===== src/rtl/mem_pkg.sv =====
// Shared encodings for the RV32I memory-access stage: opcodes, load/store
// funct3 values, the access FSM states and the timeout counter width.
package mem_pkg;

    localparam logic [6:0] OPC_LOAD  = 7'b0000011;
    localparam logic [6:0] OPC_STORE = 7'b0100011;

    localparam logic [2:0] F3_LB  = 3'b000;
    localparam logic [2:0] F3_LH  = 3'b001;
    localparam logic [2:0] F3_LW  = 3'b010;
    localparam logic [2:0] F3_LBU = 3'b100;
    localparam logic [2:0] F3_LHU = 3'b101;

    localparam logic [2:0] F3_SB = 3'b000;
    localparam logic [2:0] F3_SH = 3'b001;
    localparam logic [2:0] F3_SW = 3'b010;

    localparam int TMO_W = 8;

    typedef enum logic {
        IDLE = 1'b0,
        BUSY = 1'b1
    } state_e;

    function automatic logic load_f3_legal(input logic [2:0] f3);
        logic ok;
        case (f3)
            F3_LB, F3_LH, F3_LW, F3_LBU, F3_LHU: ok = 1'b1;
            default:                             ok = 1'b0;
        endcase
        return ok;
    endfunction

    function automatic logic store_f3_legal(input logic [2:0] f3);
        logic ok;
        case (f3)
            F3_SB, F3_SH, F3_SW: ok = 1'b1;
            default:             ok = 1'b0;
        endcase
        return ok;
    endfunction

endpackage


===== src/rtl/load_align.sv =====
// Combinational load formatter: picks the byte/half lane from the read word
// and applies sign or zero extension according to funct3.
module load_align
    import mem_pkg::*;
(
    input  logic [31:0] rdata_i,
    input  logic [2:0]  funct3_i,
    input  logic [1:0]  a_i,
    output logic [31:0] data_o
);

    logic [7:0]  byte_s;
    logic [15:0] half_s;

    // Lane selection and extension of the returned word.
    always_comb begin
        byte_s = 8'h00;
        half_s = 16'h0000;
        data_o = 32'h0000_0000;
        case (a_i)
            2'd0:    byte_s = rdata_i[7:0];
            2'd1:    byte_s = rdata_i[15:8];
            2'd2:    byte_s = rdata_i[23:16];
            2'd3:    byte_s = rdata_i[31:24];
            default: byte_s = 8'h00;
        endcase
        if (a_i[1]) begin
            half_s = rdata_i[31:16];
        end else begin
            half_s = rdata_i[15:0];
        end
        case (funct3_i)
            F3_LB:   data_o = {{24{byte_s[7]}}, byte_s};
            F3_LH:   data_o = {{16{half_s[15]}}, half_s};
            F3_LW:   data_o = rdata_i;
            F3_LBU:  data_o = {24'h000000, byte_s};
            F3_LHU:  data_o = {16'h0000, half_s};
            default: data_o = 32'h0000_0000;
        endcase
    end

endmodule


===== src/rtl/memory_ctl.sv =====
// RV32I memory-access stage: captures execute results, runs the dmem req/ack
// handshake with timeout, and presents one registered result per instruction.
// Optional misaligned-access trap is enabled by MEM_CTL_MISALIGN_TRAP_EN.
module memory_ctl
    import mem_pkg::*;
#(
    parameter int unsigned TIMEOUT = 255
) (
    input  logic        clk,
    input  logic        rst,
    input  logic        exe_valid,
    input  logic [31:0] alu_result,
    input  logic [31:0] data_b_exe,
    input  logic [31:0] pc_exe,
    input  logic [31:0] instr_exe,
    output logic        stall_mem,
    output logic        dmem_req,
    output logic        dmem_we,
    output logic [31:0] dmem_addr,
    output logic [31:0] dmem_wdata,
    output logic [3:0]  dmem_be,
    input  logic        dmem_ack,
    input  logic [31:0] dmem_rdata,
    output logic        wb_valid,
    output logic [31:0] wb_data,
    output logic [31:0] wb_pc,
    output logic [31:0] wb_instr,
    output logic        misalign,
    output logic        bus_err
);

    localparam logic [TMO_W-1:0] TMO_LAST = TMO_W'(TIMEOUT - 1);

    state_e             state_q;
    logic [TMO_W-1:0]   cnt_q;
    logic [2:0]         f3_q;
    logic [1:0]         a_q;
    logic [31:0]        pc_q;
    logic [31:0]        instr_q;
    logic               req_q;
    logic               we_q;
    logic [31:0]        addr_q;
    logic [31:0]        wdata_q;
    logic [3:0]         be_q;
    logic               wb_valid_q;
    logic [31:0]        wb_data_q;
    logic [31:0]        wb_pc_q;
    logic [31:0]        wb_instr_q;
    logic               misalign_q;
    logic               bus_err_q;

    logic [6:0]         opcode_s;
    logic [2:0]         f3_s;
    logic [1:0]         a_s;
    logic               is_mem_s;
    logic               is_store_s;
    logic               legal_s;
    logic               misalign_s;
    logic [3:0]         be_d;
    logic [31:0]        wdata_d;
    logic [31:0]        addr_d;
    logic [31:0]        ld_data_s;

    // Decode of the execute-stage instruction and store lane generation.
    always_comb begin
        opcode_s   = instr_exe[6:0];
        f3_s       = instr_exe[14:12];
        a_s        = alu_result[1:0];
        is_store_s = (opcode_s == OPC_STORE);
        is_mem_s   = (opcode_s == OPC_LOAD) || is_store_s;
        legal_s    = 1'b0;
        be_d       = 4'b1111;
        wdata_d    = 32'h0000_0000;
        misalign_s = 1'b0;
        addr_d     = {alu_result[31:2], 2'b00};
        if (is_store_s) begin
            legal_s = store_f3_legal(f3_s);
            case (f3_s)
                F3_SB: begin
                    be_d    = 4'b0001 << a_s;
                    wdata_d = {4{data_b_exe[7:0]}};
                end
                F3_SH: begin
                    be_d    = a_s[1] ? 4'b1100 : 4'b0011;
                    wdata_d = {2{data_b_exe[15:0]}};
                end
                F3_SW: begin
                    be_d    = 4'b1111;
                    wdata_d = data_b_exe;
                end
                default: begin
                    be_d    = 4'b0000;
                    wdata_d = 32'h0000_0000;
                end
            endcase
        end else begin
            legal_s = load_f3_legal(f3_s);
        end
`ifdef MEM_CTL_MISALIGN_TRAP_EN
        // Halves need a[0] clear (LH/LHU/SH share funct3 low bits); words need a == 0.
        case (f3_s)
            3'b001, 3'b101: misalign_s = is_mem_s && a_s[0];
            3'b010:         misalign_s = is_mem_s && (a_s != 2'b00);
            default:        misalign_s = 1'b0;
        endcase
`else
        misalign_s = 1'b0;
`endif
    end

    load_align u_load_align (
        .rdata_i  (dmem_rdata),
        .funct3_i (f3_q),
        .a_i      (a_q),
        .data_o   (ld_data_s)
    );

    // Access FSM with registered bus and writeback outputs.
    always_ff @(posedge clk or posedge rst) begin
        if (rst) begin
            state_q    <= IDLE;
            cnt_q      <= '0;
            f3_q       <= 3'b000;
            a_q        <= 2'b00;
            pc_q       <= 32'h0000_0000;
            instr_q    <= 32'h0000_0000;
            req_q      <= 1'b0;
            we_q       <= 1'b0;
            addr_q     <= 32'h0000_0000;
            wdata_q    <= 32'h0000_0000;
            be_q       <= 4'b0000;
            wb_valid_q <= 1'b0;
            wb_data_q  <= 32'h0000_0000;
            wb_pc_q    <= 32'h0000_0000;
            wb_instr_q <= 32'h0000_0000;
            misalign_q <= 1'b0;
            bus_err_q  <= 1'b0;
        end else begin
            misalign_q <= 1'b0;
            bus_err_q  <= 1'b0;
            case (state_q)
                IDLE: begin
                    if (!exe_valid) begin
                        wb_valid_q <= 1'b0;
                    end else if (is_mem_s && legal_s && !misalign_s) begin
                        req_q      <= 1'b1;
                        we_q       <= is_store_s;
                        addr_q     <= addr_d;
                        be_q       <= be_d;
                        wdata_q    <= wdata_d;
                        f3_q       <= f3_s;
                        a_q        <= a_s;
                        pc_q       <= pc_exe;
                        instr_q    <= instr_exe;
                        cnt_q      <= '0;
                        wb_valid_q <= 1'b0;
                        state_q    <= BUSY;
                    end else if (is_mem_s && legal_s) begin
                        misalign_q <= 1'b1;
                        wb_valid_q <= 1'b0;
                    end else begin
                        wb_valid_q <= 1'b1;
                        wb_data_q  <= is_mem_s ? 32'h0000_0000 : alu_result;
                        wb_pc_q    <= pc_exe;
                        wb_instr_q <= instr_exe;
                    end
                end
                BUSY: begin
                    if (dmem_ack) begin
                        req_q      <= 1'b0;
                        state_q    <= IDLE;
                        wb_valid_q <= 1'b1;
                        wb_data_q  <= we_q ? 32'h0000_0000 : ld_data_s;
                        wb_pc_q    <= pc_q;
                        wb_instr_q <= instr_q;
                    end else if (cnt_q == TMO_LAST) begin
                        req_q      <= 1'b0;
                        bus_err_q  <= 1'b1;
                        wb_valid_q <= 1'b0;
                        state_q    <= IDLE;
                    end else begin
                        cnt_q      <= cnt_q + 8'd1;
                        wb_valid_q <= 1'b0;
                    end
                end
                default: begin
                    state_q    <= IDLE;
                    req_q      <= 1'b0;
                    wb_valid_q <= 1'b0;
                end
            endcase
        end
    end

    assign stall_mem  = (state_q == BUSY);
    assign dmem_req   = req_q;
    assign dmem_we    = we_q;
    assign dmem_addr  = addr_q;
    assign dmem_wdata = wdata_q;
    assign dmem_be    = be_q;
    assign wb_valid   = wb_valid_q;
    assign wb_data    = wb_data_q;
    assign wb_pc      = wb_pc_q;
    assign wb_instr   = wb_instr_q;
    assign misalign   = misalign_q;
    assign bus_err    = bus_err_q;

endmodule


===== config.mk =====
export PLATFORM = sky130hd
export DESIGN_NAME = memory_ctl
export DESIGN_NICKNAME = d
export VERILOG_FILES = /design/src/rtl/mem_pkg.sv /design/src/rtl/load_align.sv /design/src/rtl/memory_ctl.sv
export SDC_FILE = /design/constraint.sdc
export NUM_CORES = 1
export LEC_CHECK = 0
export CELL_PAD_IN_SITES_DETAIL_PLACEMENT = 1
export CELL_PAD_IN_SITES_GLOBAL_PLACEMENT = 1
export CORE_ASPECT_RATIO = 0.7
export CORE_MARGIN = 4
export CORE_UTILIZATION = 30
export CTS_BUF_LIST = sky130_fd_sc_hd__clkbuf_4
export DETAILED_ROUTE_END_ITERATION = 16
export GPL_TIMING_DRIVEN = 0
export PLACE_DENSITY = 0.68
export SKIP_CTS_REPAIR_TIMING = 1
export SLEW_MARGIN = 30
export SYNTH_ARGS = -nofsm -noshare
export SYNTH_HDL_FRONTEND = slang
export SYNTH_SLANG_ARGS = --single-unit

===== constraint.sdc =====
create_clock -name clk -period 13.5 [get_ports clk]
set_clock_uncertainty 0.2 [all_clocks]
set_input_delay 3.375 -clock clk [delete_from_list [all_inputs] [get_ports clk]]
set_output_delay 3.375 -clock clk [all_outputs]
set_load 0.01 [all_outputs]

==> run metrics, run 1 <==
switching pwr 0.522 mW; CTS Buf Count 69; cell taking the most area after synthesis dfrtp_1; Setup TNS Final 0 ns; Pleak a little under 7 nW; synth warn 0; I/O Buffers 328; area grow syn2layout 42.7%; post-synthesis area per instance approximately 11 sq um; Cell Int Power 1.35 mW; status complete, no violations; most numerous cell in the Yosys netlist dfrtp_1; crit path time final between 5 and 6 ns; Slew Limit Fails 0; fill count 4068; drt pass-1 iters 4; initial antenna violation count 9; Sequential Power Share roughly 44%; Post-synth top cells dfrtp_1 (241), nor3_1 (98), mux2i_1 (97); GRT busiest layer met2; share of cells above drive strength 1 approximately 16%; CP required between 10 and 15 ns; final RePlAce weighted congestion approximately 0.84; max_cap viols 0; maximum vdd drop between 0.06 and 0.07 mV; clock network fraction of total power between 30% and 40%; Vias/cell roughly 5.1; DR iter-0 viols about 540; Worst-path clk slew 0.06 ns; number of global-route vias before repair roughly 11000; largest net degree at the start of global routing 85; H-tree depth 3; synth top area cells dfrtp_1 (53%), mux2i_1 (8.5%), mux2_2 (6.3%); Gate Count Post-Synth slightly above 1000; Fin. Hold Viols 0; hold slack 0.262 ns; DR vias between 10000 and 15000; DR WL/cell roughly 22 microns; CP Data Arrival Time 6.21 ns; # clock sinks about 240; die area between 40000 and 50000 sq um; Placement Cell Area about 15000 sq um; max_slew headroom between 30% and 40%; Synth top area share between 50% and 60%; io pins ~330; ANT nets after route 0; met3 usage around 6.4%; first-pass GRT wire length approximately 67000 microns; row count 59; core area 37400 sq um; actual slew at the worst max-slew pin approximately 0.90 ns; Post-synth EDFFs 0; root buf cell clkbuf_4; Yosys reg bits approximately 240; max frequency between 150 and 200 MHz; GR met2 Demand/Resource roughly 32%; Pwr Density about 110 nW/um^2; sequential share of the synthesized area 52.6%; CP Max Fanout 10; sw frac between 20% and 30%; dpl cells 1856; Finished Cell Area between 15000 and 20000 sq um; final wirelength 44200 microns; CTS tree yes; CP Class primary input to flip-flop; mapped cell area about 11000 sq um; final cell count without fillers between 1500 and 2000; Chip Width 242 microns; Final setup viols 0; Hold Crit Class flip-flop to flip-flop; CTS max path bufs 3; DRC viols 0; Comb power frac between 10% and 20%; HPWL Detailed between 30000 and 40000 microns; Post-synth top flop dfrtp_1; ys async rst share between 90% and 100%; RSZ-0062 raised after global routing no; met1 Usage GRT between 20% and 30%; Initial Util between 30% and 40%; crit start category primary input; gr ovfl total 0; Layout Nets approximately 1600; gr usage total around a fifth; Die Y 172 microns; post-synth cell types a little under 50; period utilization a little over two fifths; Clock Latency Late Sink approximately 0.73 ns; CP Capture Type flip-flop
==> worst paths after layout <==
| check | start | endpoint | slack, ns | cells past startpoint |
|---|---|---|---|---|
| worst max-delay path | instr_exe[14] | wb_instr[30] | 7.68 | 8 |
| worst min-delay path | instr_q[0] | instr_q[0] | 0.26 | 1 |
| worst max register to register | stall_mem | wb_instr[30] | 10.31 | 8 |
| worst min register to register | instr_q[0] | instr_q[0] | 0.26 | 1 |
| max in group asynchronous | rst | wb_pc[29] | 9.31 | 4 |
| min in group asynchronous | rst | dmem_wdata[14] | 2.96 | 3 |
==> power groups by stage <==
stage	sequential [mW]	combinational [mW]	clock [mW]
after global routing	0.822	0.364	0.787
after detailed placement	0.827	0.339	0
final	0.815	0.337	0.720
after CTS	0.815	0.341	0.751
after floorplan	0.839	0.126	0
after global placement	0.825	0.329	0
==> sequential cells by signal, indices dropped and copies added (netlist names) <==
| name | count |
|---|---|
| dmem_wdata | 32 |
| wb_data | 32 |
| dmem_addr | 30 |
| wb_valid | 1 |
| a_q | 2 |
| cnt_q | 8 |
| dmem_be | 4 |
| dmem_we | 1 |
| bus_err | 1 |
| pc_q | 32 |
| instr_q | 30 |
| f3_q | 2 |
| dmem_req | 1 |
| wb_pc | 32 |
| wb_instr | 32 |
| stall_mem | 1 |
==> cells in the final DEF, fill, tap and decap left out, drive strengths merged, types with 25 or more instances in the layout <==
| master | instances |
|---|---|
| nand2 | 54 |
| mux2 | 91 |
| buf | 35 |
| clkbuf | 156 |
| o31ai | 25 |
| mux2i | 97 |
| a31oi | 32 |
| clkdlybuf4s50 | 328 |
| nor3 | 99 |
| dfrtp | 241 |
| o21ai | 80 |
| a21oi | 78 |
==> metal layers <==
metal | share of wire (%) | vias up | wire length, microns
li1 | - | 4615 | -
met1 | 46 | 5046 | 20200
met2 | 45 | 318 | 20000
met3 | 6.7 | 77 | 2970
met4 | 2.3 | 10 | 1020
met5 | 0.14 | - | 61
==> stage by stage <==
| stage | power, mW | setup WS (ns) | utilization, % |
|---|---|---|---|
| detailed placement | 1.17 | 6.99 | 41.4 |
| floorplan | 0.965 | 3.31 | - |
| CTS | 1.91 | 7.79 | 43.7 |
| finish | 1.87 | 7.68 | 43.7 |
| global placement | 1.15 | -0.369 | 41.1 |
| global route | 1.97 | 7.69 | 43.7 |
==> kinds of logic (layout without fill, tap and decap cells) <==
logic type / count (synthesis) / after routing / synth area share (%)
adder cells (fa/ha/maj): 2 / 2 / 0.218
AND/OR/NAND/NOR: 228 / 228 / 10.6
flip-flops: 241 / 241 / 52.6
AO/OA/AOI/OAI: 267 / 267 / 14.0
multiplexers: 189 / 189 / 18.5
other: 1 / 7 / 0.0327
XOR/XNOR: 1 / 1 / 0.0763
buffers and inverters: 106 / 546 / 4.05
==> worst max-delay path, cell delays in order <==
cell,delay [ns]
clkdlybuf4s50_1,0.68
o21ai_0,0.23
a41oi_2,0.75
or2_1,0.18
buf_2,0.24
buf_2,0.32
buf_2,0.30
a21oi_1,0.11
==> cell type report <==
cell class | instances | area, sq um | share of cell area [%]
clock inverters | 16 | 171 | 1.05
diodes | 4 | 10.0 | 0.0611
well taps | 488 | 611 | 3.73
plain buffers | 95 | 423 | 2.58
inverters | 11 | 48.8 | 0.298
multi-input cells | 690 | 5010 | 30.6
flip-flops and latches | 241 | 6030 | 36.8
repair buffers | 331 | 3370 | 20.6
clock buffers | 93 | 698 | 4.26
Note: power is estimated with default switching activity, not from simulation.
==> run 2: changes to the inputs <==
Settings changed: PLACE_DENSITY 0.68 to 0.7.
Clock period 13.5 ns to 5.22 ns, I/O delays scaled along.
==> run metrics, run 2 (same netlist as run 1, synthesis figures left out) <==
status complete, no violations; first-pass GRT wire length between 60000 and 70000 microns; share of cells above drive strength 1 about 16%; fill count about 4200; reg2reg path depth 8; gr ovfl total 0; CP Capture Type flip-flop; Slew Limit Fails 0; Max Used Layer met5; crit-path cells clkdlybuf4s50_1 -> o21ai_0 -> a41oi_2 -> or2_1 -> buf_2 -> buf_2 -> buf_2 -> a21oi_1; Worst R2R Setup Slack between 2 and 2.5 ns; commonest non-fill, non-tap cell in the layout clkdlybuf4s50_1; CTS Buf Count between 60 and 70; clock network fraction of total power 36.7%; CTS tree yes; DR vias a little over 10000; Hold Crit Depth 1; max_cap viols 0; worst slack, placed 0.766 ns; CP Data Arrival Time between 4 and 5 ns; Pwr Density roughly 290 nW/um^2; DRC viols 0; Initial Util 30.7%; HPWL Detailed 33600 microns; switching pwr roughly 1.4 mW; CP Class primary input to flip-flop; HP Start instr_q[0]; number of global-route vias before repair 11100; Chip Width 242 microns; Critical Path Most Common Cell buf_2; final core occ ~44%; CP Max Fanout 10; H-tree depth 3; largest net degree at the start of global routing 30; Die Y between 150 and 200 microns; met2 wire length about 20000 microns; Clock Latency Late Sink 0.74 ns; RSZ-0062 raised after global routing no; Layout Nets approximately 1600; Pleak around 6.9 nW; sw frac approximately 29%; area grow syn2layout 43.5%; Largest delay share family, worst path buffers and inverters; Vias/cell slightly above 5; most frequent cells in the layout clkdlybuf4s50_1 (328), dfrtp_1 (241), nor3_1 (98); actual slew at the worst max-slew pin 0.898 ns; crit path time final between 3 and 4 ns; io pins roughly 330; Metal-1 WL between 20000 and 25000 microns; Worst Hold Path EP instr_q[0]; Comb power frac a little under a fifth; die area between 40000 and 50000 sq um; WP buf/inv 4; crit path max-delay cell type a41oi_2; Sequential Power Share between 40 and 50%; maximum vdd drop 0.139 mV; ANT nets after route 0; Worst-path clk slew 0.06 ns; drt pass-1 iters 5; Fin. Hold Viols 0; period utilization between 70% and 80%; Hold Crit Class flip-flop to flip-flop; CP required 5.61 ns; core area 37400 sq um; max_slew headroom between 40% and 50%; # clock sinks approximately 240; Reg-to-Reg Start stall_mem; final worst slack 1.52 ns; slowest stage delay, CP a little over 0.7 ns; max frequency about 270 MHz; DR iter-0 viols around 540; CTS max path bufs 3; row count 59; crit start category primary input; root buf cell clkbuf_4; Cell Int Power ~3.4 mW; final RePlAce weighted congestion 0.830; DR WL/cell 22.4 microns; met3 WL roughly 2800 microns; R2R Path End wb_instr[22]; gr usage total between 20% and 30%; I/O Buffers 328; initial antenna violation count 7; Final setup viols 0; final wirelength 44400 microns
==> run 2: stage by stage <==
stage	instance area [sq um]	hold slack, ns	instances	power (mW)	TNS (ns)
2_1_floorplan	11500	0.234	1037	2.50	0
3_3_place_gp	15400	0.250	1853	2.99	-360.03
6_report	16500	0.281	1985	4.73	0
5_1_grt	16500	0.300	1984	5.02	0
4_1_cts	16500	0.288	1980	4.83	0
3_5_place_dp	15600	0.270	1863	3.03	0
==> run 2: final cells by class <==
| cell class | count | area [sq um] | share of cell area [%] |
|---|---|---|---|
| diodes | 5 | 12.5 | 0.0760 |
| repair buffers | 338 | 3500 | 21.2 |
| clock buffers | 93 | 698 | 4.24 |
| plain buffers | 95 | 423 | 2.57 |
| inverters | 11 | 45.0 | 0.273 |
| multi-input cells | 690 | 5020 | 30.5 |
| clock inverters | 24 | 134 | 0.813 |
| flip-flops and latches | 241 | 6030 | 36.6 |
| well taps | 488 | 611 | 3.71 |
==> run 2: power by group through the flow <==
stage | Sequential [mW] | Clock (mW) | Combinational [mW]
floorplan | 2.17 | 0 | 0.325
global placement | 2.14 | 0 | 0.851
detailed placement | 2.14 | 0 | 0.887
CTS | 2.11 | 1.83 | 0.892
global route | 2.13 | 1.93 | 0.957
finish | 2.11 | 1.74 | 0.884
==> run 2: worst max path at each step <==
stage | cells after the start | end | startpoint | slack [ns]
final | 8 | wb_instr[22] | instr_exe[14] | 1.52
after global routing | 8 | wb_instr[22] | instr_exe[14] | 1.42
after CTS | 8 | wb_pc[4] | instr_exe[14] | 1.58
after detailed placement | 8 | wb_pc[9] | instr_exe[14] | 0.77
after global placement | 2 | pc_q[2] | rst | -1.53
after floorplan | 1 | a_q[0] | rst | 0.55
==> run 2: metal layers <==
layer  GRT usage, %  vias up
met5              0        -
met4           6.31        8
met3           6.58       89
met2           33.1      299
met1           28.6     5092
li1               -     4639
==> run 2: worst reg2reg max path: cells and delay by family, from the launching register on <==
family / cells / cell delay (ns)
AOI/OAI and AO/OA: 2 / 0.79
buffers and inverters: 4 / 1.12
DFF: 1 / 0.37
and+or+nand+nor: 2 / 0.55
